## config.mk

```make
export PLATFORM = sky130hd
export DESIGN_NAME = uart_inst_loader
export DESIGN_NICKNAME = d
export VERILOG_FILES = /design/src/rtl/uart_inst_loader.sv
export SDC_FILE = /design/constraint.sdc
export NUM_CORES = 1
export LEC_CHECK = 0
export CORE_MARGIN = 2
export CORE_UTILIZATION = 50
export DETAILED_ROUTE_END_ITERATION = 6
export PLACE_DENSITY = 0.71
export SYNTH_ARGS = -nofsm -noshare
export SYNTH_HDL_FRONTEND = slang
export SYNTH_SLANG_ARGS = --single-unit
```

## constraint.sdc

```tcl
create_clock -name clk -period 2.25 [get_ports clk]
set_input_delay 0.225 -clock clk [delete_from_list [all_inputs] [get_ports clk]]
set_output_delay 0.225 -clock clk [all_outputs]
set_load 0.02 [all_outputs]
```

## src/rtl/uart_inst_loader.sv

```systemverilog
// UART boot loader: receives an A5 / length / little-endian word image, writes it into instruction
// memory and holds the core in reset until the load completes. Define UART_LOADER_CHECKSUM_EN for a trailing XOR check byte.
module uart_inst_loader #(
  parameter int CLK_FREQ = 50000000,
  parameter int BAUD     = 115200,
  parameter int ADDR_W   = 12
) (
  input  logic              clk,
  input  logic              rst_n,
  input  logic              uart_rx,
  output logic              im_we,
  output logic [ADDR_W-1:0] im_waddr,
  output logic [31:0]       im_wdata,
  output logic              core_rst_n,
  output logic              boot_done,
  output logic              boot_err
);
  localparam int DIV   = CLK_FREQ / BAUD;
  localparam int CNT_W = $clog2(DIV) + 1;
  localparam logic [CNT_W-1:0] HALF_CNT = CNT_W'(DIV / 2 - 1);
  localparam logic [CNT_W-1:0] FULL_CNT = CNT_W'(DIV - 1);
  localparam logic [16:0]      CAPACITY = 17'd1 << ADDR_W;

  typedef enum logic [1:0] {RX_IDLE = 2'd0, RX_START = 2'd1, RX_DATA = 2'd2, RX_STOP = 2'd3} rx_state_t;
  typedef enum logic [2:0] {
    L_SYNC = 3'd0, L_LEN0 = 3'd1, L_LEN1 = 3'd2, L_DATA = 3'd3, L_DONE = 3'd4, L_ERR = 3'd5
`ifdef UART_LOADER_CHECKSUM_EN
    , L_CHK = 3'd6
`endif
  } ld_state_t;

`ifdef UART_LOADER_CHECKSUM_EN
  localparam ld_state_t L_AFTER = L_CHK;
`else
  localparam ld_state_t L_AFTER = L_DONE;
`endif

  rx_state_t        rx_state_r, rx_next_s;
  logic             rx_meta_r, rx_sync_r;
  logic [CNT_W-1:0] baud_cnt_r;
  logic [2:0]       bit_cnt_r;
  logic [7:0]       shift_r;
  logic             byte_vld_r, frame_err_r, tick_s;

  ld_state_t        ld_state_r, ld_next_s;
  logic [7:0]       len_lo_r;
  logic [15:0]      len_r, len_s;
  logic [16:0]      word_cnt_r;
  logic [1:0]       byte_idx_r;
  logic             last_word_s;

  // Sample point: mid start bit in RX_START, one full bit period elsewhere.
  always_comb begin
    if (rx_state_r == RX_START) tick_s = (baud_cnt_r == HALF_CNT);
    else                        tick_s = (baud_cnt_r == FULL_CNT);
  end

  // RX next-state logic.
  always_comb begin
    rx_next_s = rx_state_r;
    case (rx_state_r)
      RX_IDLE:  if (!rx_sync_r) rx_next_s = RX_START; else rx_next_s = RX_IDLE;
      RX_START: if (tick_s) rx_next_s = rx_sync_r ? RX_IDLE : RX_DATA; else rx_next_s = RX_START;
      RX_DATA:  if (tick_s && (bit_cnt_r == 3'd7)) rx_next_s = RX_STOP; else rx_next_s = RX_DATA;
      RX_STOP:  if (tick_s) rx_next_s = RX_IDLE; else rx_next_s = RX_STOP;
      default:  rx_next_s = RX_IDLE;
    endcase
  end

  // RX synchronizer, state register, baud/bit counters and byte/framing pulses.
  always_ff @(posedge clk) begin
    if (!rst_n) begin
      rx_meta_r   <= 1'b1;
      rx_sync_r   <= 1'b1;
      rx_state_r  <= RX_IDLE;
      baud_cnt_r  <= '0;
      bit_cnt_r   <= 3'd0;
      shift_r     <= 8'd0;
      byte_vld_r  <= 1'b0;
      frame_err_r <= 1'b0;
    end else begin
      rx_meta_r   <= uart_rx;
      rx_sync_r   <= rx_meta_r;
      rx_state_r  <= rx_next_s;
      byte_vld_r  <= 1'b0;
      frame_err_r <= 1'b0;
      if ((rx_state_r == RX_IDLE) || tick_s) baud_cnt_r <= '0;
      else                                   baud_cnt_r <= baud_cnt_r + CNT_W'(1);
      if (rx_state_r == RX_IDLE) bit_cnt_r <= 3'd0;
      if ((rx_state_r == RX_DATA) && tick_s) begin
        shift_r   <= {rx_sync_r, shift_r[7:1]};
        bit_cnt_r <= bit_cnt_r + 3'd1;
      end
      if ((rx_state_r == RX_STOP) && tick_s) begin
        byte_vld_r  <= rx_sync_r;
        frame_err_r <= ~rx_sync_r;
      end
    end
  end

  assign len_s       = {shift_r, len_lo_r};
  assign last_word_s = ((word_cnt_r + 17'd1) == {1'b0, len_r});

`ifdef UART_LOADER_CHECKSUM_EN
  logic [7:0] csum_r;

  // Running XOR of every payload byte.
  always_ff @(posedge clk) begin
    if (!rst_n) csum_r <= 8'd0;
    else if (byte_vld_r && (ld_state_r == L_DATA)) csum_r <= csum_r ^ shift_r;
    else csum_r <= csum_r;
  end
`endif

  // Loader next-state logic; once finished or failed only rst_n leaves.
  always_comb begin
    ld_next_s = ld_state_r;
    case (ld_state_r)
      L_SYNC: begin
        if (byte_vld_r && (shift_r == 8'hA5)) ld_next_s = L_LEN0;
        else                                  ld_next_s = L_SYNC;
      end
      L_LEN0: begin
        if (frame_err_r)     ld_next_s = L_ERR;
        else if (byte_vld_r) ld_next_s = L_LEN1;
        else                 ld_next_s = L_LEN0;
      end
      L_LEN1: begin
        if (frame_err_r) ld_next_s = L_ERR;
        else if (byte_vld_r) begin
          if (len_s == 16'd0)                   ld_next_s = L_AFTER;
          else if ({1'b0, len_s} > CAPACITY)    ld_next_s = L_ERR;
          else                                  ld_next_s = L_DATA;
        end else ld_next_s = L_LEN1;
      end
      L_DATA: begin
        if (frame_err_r) ld_next_s = L_ERR;
        else if (byte_vld_r && (byte_idx_r == 2'd3) && last_word_s) ld_next_s = L_AFTER;
        else ld_next_s = L_DATA;
      end
`ifdef UART_LOADER_CHECKSUM_EN
      L_CHK: begin
        if (frame_err_r)     ld_next_s = L_ERR;
        else if (byte_vld_r) ld_next_s = (shift_r == csum_r) ? L_DONE : L_ERR;
        else                 ld_next_s = L_CHK;
      end
`endif
      L_DONE:  ld_next_s = L_DONE;
      L_ERR:   ld_next_s = L_ERR;
      default: ld_next_s = L_ERR;
    endcase
  end

  // Loader state register, word assembly, write strobe and sticky status outputs.
  always_ff @(posedge clk) begin
    if (!rst_n) begin
      ld_state_r <= L_SYNC;
      len_lo_r   <= 8'd0;
      len_r      <= 16'd0;
      word_cnt_r <= 17'd0;
      byte_idx_r <= 2'd0;
      im_we      <= 1'b0;
      im_waddr   <= '0;
      im_wdata   <= 32'd0;
      core_rst_n <= 1'b0;
      boot_done  <= 1'b0;
      boot_err   <= 1'b0;
    end else begin
      ld_state_r <= ld_next_s;
      im_we      <= 1'b0;
      if (byte_vld_r && (ld_state_r == L_LEN0)) len_lo_r <= shift_r;
      if (byte_vld_r && (ld_state_r == L_LEN1)) len_r <= len_s;
      if (byte_vld_r && (ld_state_r == L_DATA)) begin
        im_wdata[{byte_idx_r, 3'b000} +: 8] <= shift_r;
        byte_idx_r <= byte_idx_r + 2'd1;
        if (byte_idx_r == 2'd3) begin
          im_we      <= 1'b1;
          word_cnt_r <= word_cnt_r + 17'd1;
        end
      end
      // The last word moves the FSM out of L_DATA, so the address never steps past N-1.
      if (im_we && (ld_state_r == L_DATA)) im_waddr <= im_waddr + ADDR_W'(1);
      if (ld_state_r == L_DONE) begin
        core_rst_n <= 1'b1;
        boot_done  <= 1'b1;
      end
      if (ld_state_r == L_ERR) boot_err <= 1'b1;
    end
  end
endmodule

```

==> flow_summary_export.csv <==
group,metric,value,unit
timing,period_needed,2170,ps
setup_path,r2r_start,"word_cnt_r[1]",
timing,slew_headroom,60.2,%
worst_hold_path,min-delay-start,"uart_rx",
routing,wl_met3,696,µm
global_route,grt_use_total,23.6,%
routing,route.final.wire_length,13000,µm
finish,layout_commonest_cell,"dfxtp_1",
setup_path,cp-end-kind,"flop",
finish,final_cells,869,
global_route,grt_pass1_wl,21600,µm
floorplanning,num_rows,38,
timing,clock_skew,14.2,ps
setup_path,cp-start-kind,"flop",
place,dpl.cell_count,837,
routing,wl_met2,6340,µm
floorplanning,die_x,109,µm
routing,top_layer,"met4",
synth,syn_area,5530,µm²
floorplanning,die_y,109,µm
synth,syn_area_per_cell,8.30,µm²
timing,rsz0062_at_grt,"false",
place,dp_slack,61.5,ps
timing,finalMaxSlewViolations,0,
global_route,grt_pass1_vias,4559,
floorplanning,floorplan.die_area,11900,µm²
finish,drive_gt1_share,9.88,%
synth,synth_top_cell_area_share,43.4,%
synth,async_flop_share,0,%
power,vdd_drop_max,509,µV
cts,clock-root-buffer,"clkbuf_8",
finish,layout_common_cells,"dfxtp_1, nand2_1, a21oi_1",
job,cap_violations,0,
global_route,antenna_found_initial,0,
setup_path,arrival,2550,ps
global_route,grt_max_degree,42,
timing,tightest_slew,596,ps
floorplanning,ios,51,
synth,synthesis.nets,680,
worst_hold_path,min_to,"rx_meta_r",
cts,clkTransAtPathRegs,60,ps
synth,yosysTopAreaCell,"dfxtp_1",
synth,ys_ff_latch,120,
setup_path,rr_worst_depth,7,
finish,syn2layout_area_growth,22.3,%
power,powerDensity,729,nW/µm²
timing,setup_viol,0,
synth,synth.distinct_cells,61,
global_route,global_route.overflow_total,0,
cts,cts_setup_buffers,0,
routing,drt_iter0_markers,335,
cts,numCtsBuffers,17,
routing,vias_per_cell,5.49,
worst_hold_path,worst_hold_path_type,"in -> reg",
place,placement.io_buffers,50,
routing,drt-pass1-iter-count,5,
synth,yosys-top-cells-area,"dfxtp_1, nand2_1, a21oi_1, xnor2_1, nand3_1",
routing,vias,4772,
worst_hold_path,hold_depth,2,
setup_path,crit_required,2630,ps
routing,ant_nets,0,
finish,n_antenna_cell,0,
routing,wl_met1,5740,µm
cts,clk_path_buf_depth,2,
routing,wl_per_cell,14.9,µm
setup_path,crit_fanout,5,
setup_path,critPathKind,"reg -> reg",
timing,tns,0,ps
cts,cts_tree,"done",
synth,synthCells,666,
cts,clkLatencyLatePin,530,ps
outcome,status,"completed",
place,dpl.hpwl,8830,µm
timing,hold_viol_final,0,
timing,fmax,461,MHz
setup_path,rrSetupSlack,80,ps
synth,yosys_most_used_dff,"dfxtp_1",
timing,min_period_over_period,96.4,%
cts,cts_sinks,120,
synth,synth_edf_count,0,
setup_path,worstReg2RegEnd,"ld_state_r[0]",
timing,fin_ws,80.8,ps
synth,seq_area_frac_synth,43.4,%
cts,h-tree-depth,4,
finish,nets,730,
floorplanning,coreArea,10800,µm²
floorplanning,start_util,51.2,%
place,gp_congestion,0.891,
synth,yosysWarnings,0,
power,power,4.93,mW
routing,route.detailed.drc,0,
power,leakagePower,2.39,nW
## area by class of cell
class,instances,area (µm²)
timing repair buffer,73,673
fill,914,4030
clock inverter,7,114
multi-input combinational,489,2850
clock buffer,25,494
inverter,15,56.3
sequential,120,2400
tap,140,175
## cell families after synthesis
| family | synth area share (%) |
|---|---|
| simple gates | 26.8 |
| compound gates | 12.0 |
| mux | 2.20 |
| flops | 43.4 |
| xor+xnor | 7.92 |
| buf+inv | 5.11 |
| fa+ha+maj | 2.49 |
## how the worst max path moves through the flow
| stage | startpoint | end | slack (ps) | cells past startpoint |
|---|---|---|---|---|
| floorplan | word_cnt_r[0] | ld_state_r[0] | 280 | 7 |
| global placement | word_cnt_r[1] | ld_state_r[0] | 170 | 7 |
| detailed placement | word_cnt_r[1] | ld_state_r[0] | 60 | 7 |
| CTS | word_cnt_r[1] | ld_state_r[0] | 60 | 7 |
| global route | word_cnt_r[2] | ld_state_r[0] | 20 | 6 |
| finish | word_cnt_r[1] | ld_state_r[0] | 80 | 7 |
## flip-flops by register name, indices dropped and copies added, names as in the netlist, 2 cells and up
register	flops
baud_cnt_r	10
bit_cnt_r	3
byte_idx_r	2
im_waddr	12
im_wdata	32
ld_state_r	3
len_lo_r	8
len_r	16
rx_state_r	2
shift_r	8
word_cnt_r	17
## where the power goes
group	internal [mW]	leakage [nW]	switching [mW]
logic	0.0105	1.12	0.0369
clock network	1.83	0.302	0.920
registers	2.13	0.967	0.00253
## cells in the mapped netlist (2+ instances only)
master and number:
nand3_1 45, and3_1 9, mux2i_1 11, and2_1 13, nand4b_1 2, nor2b_1 4, buf_2 13, or3_1 5
or4_1 2, buf_6 6, o221ai_1 2, o22ai_1 2, a22oi_1 2, dfxtp_1 120, nor4_1 7, and3_2 4
buf_4 2, nor2_1 59, and4_1 5, nor3b_1 5, a211oi_1 2, nand4_1 9, inv_1 15, o2111ai_1 2
a21oi_1 70, nor4b_1 2, o211ai_1 2, a2111o_1 2, o21ai_0 10, clkbuf_1 20, nand2b_1 4, nor3_1 10
xor2_1 22, nand2_1 114, xnor2_1 28, ha_1 11
## per-stage QoR
step                instance area (µm²)  util (%)  hold slack, ps
floorplan                          5530         -             326
global placement                   6150      57.0             407
detailed placement                 6150      57.0             402
CTS                                6760      62.6             250
global route                       6760      62.7             256
finish                             6760      62.7             270
## critical path: stages (launching register included)
cell	delay, ps
dfxtp_2	360
ha_2	290
xor2_1	160
a311o_1	320
nor4_1	250
o221ai_1	240
a211oi_2	260
a41oi_1	150
## repair_timing
action / 4_1_cts / 5_1_grt
hold buffers: 0 / 0
endpoints found under the setup margin: 0 / 2
gates resized for setup: 0 / 2
## metal layers
metal | vias to the layer above | track usage [%]
li1 | 2378 | -
met1 | 2243 | 28.5
met2 | 132 | 39.3
met3 | 19 | 7.29
met4 | 0 | 8.61
met5 | - | 0
(Power assumes the default switching activity.)
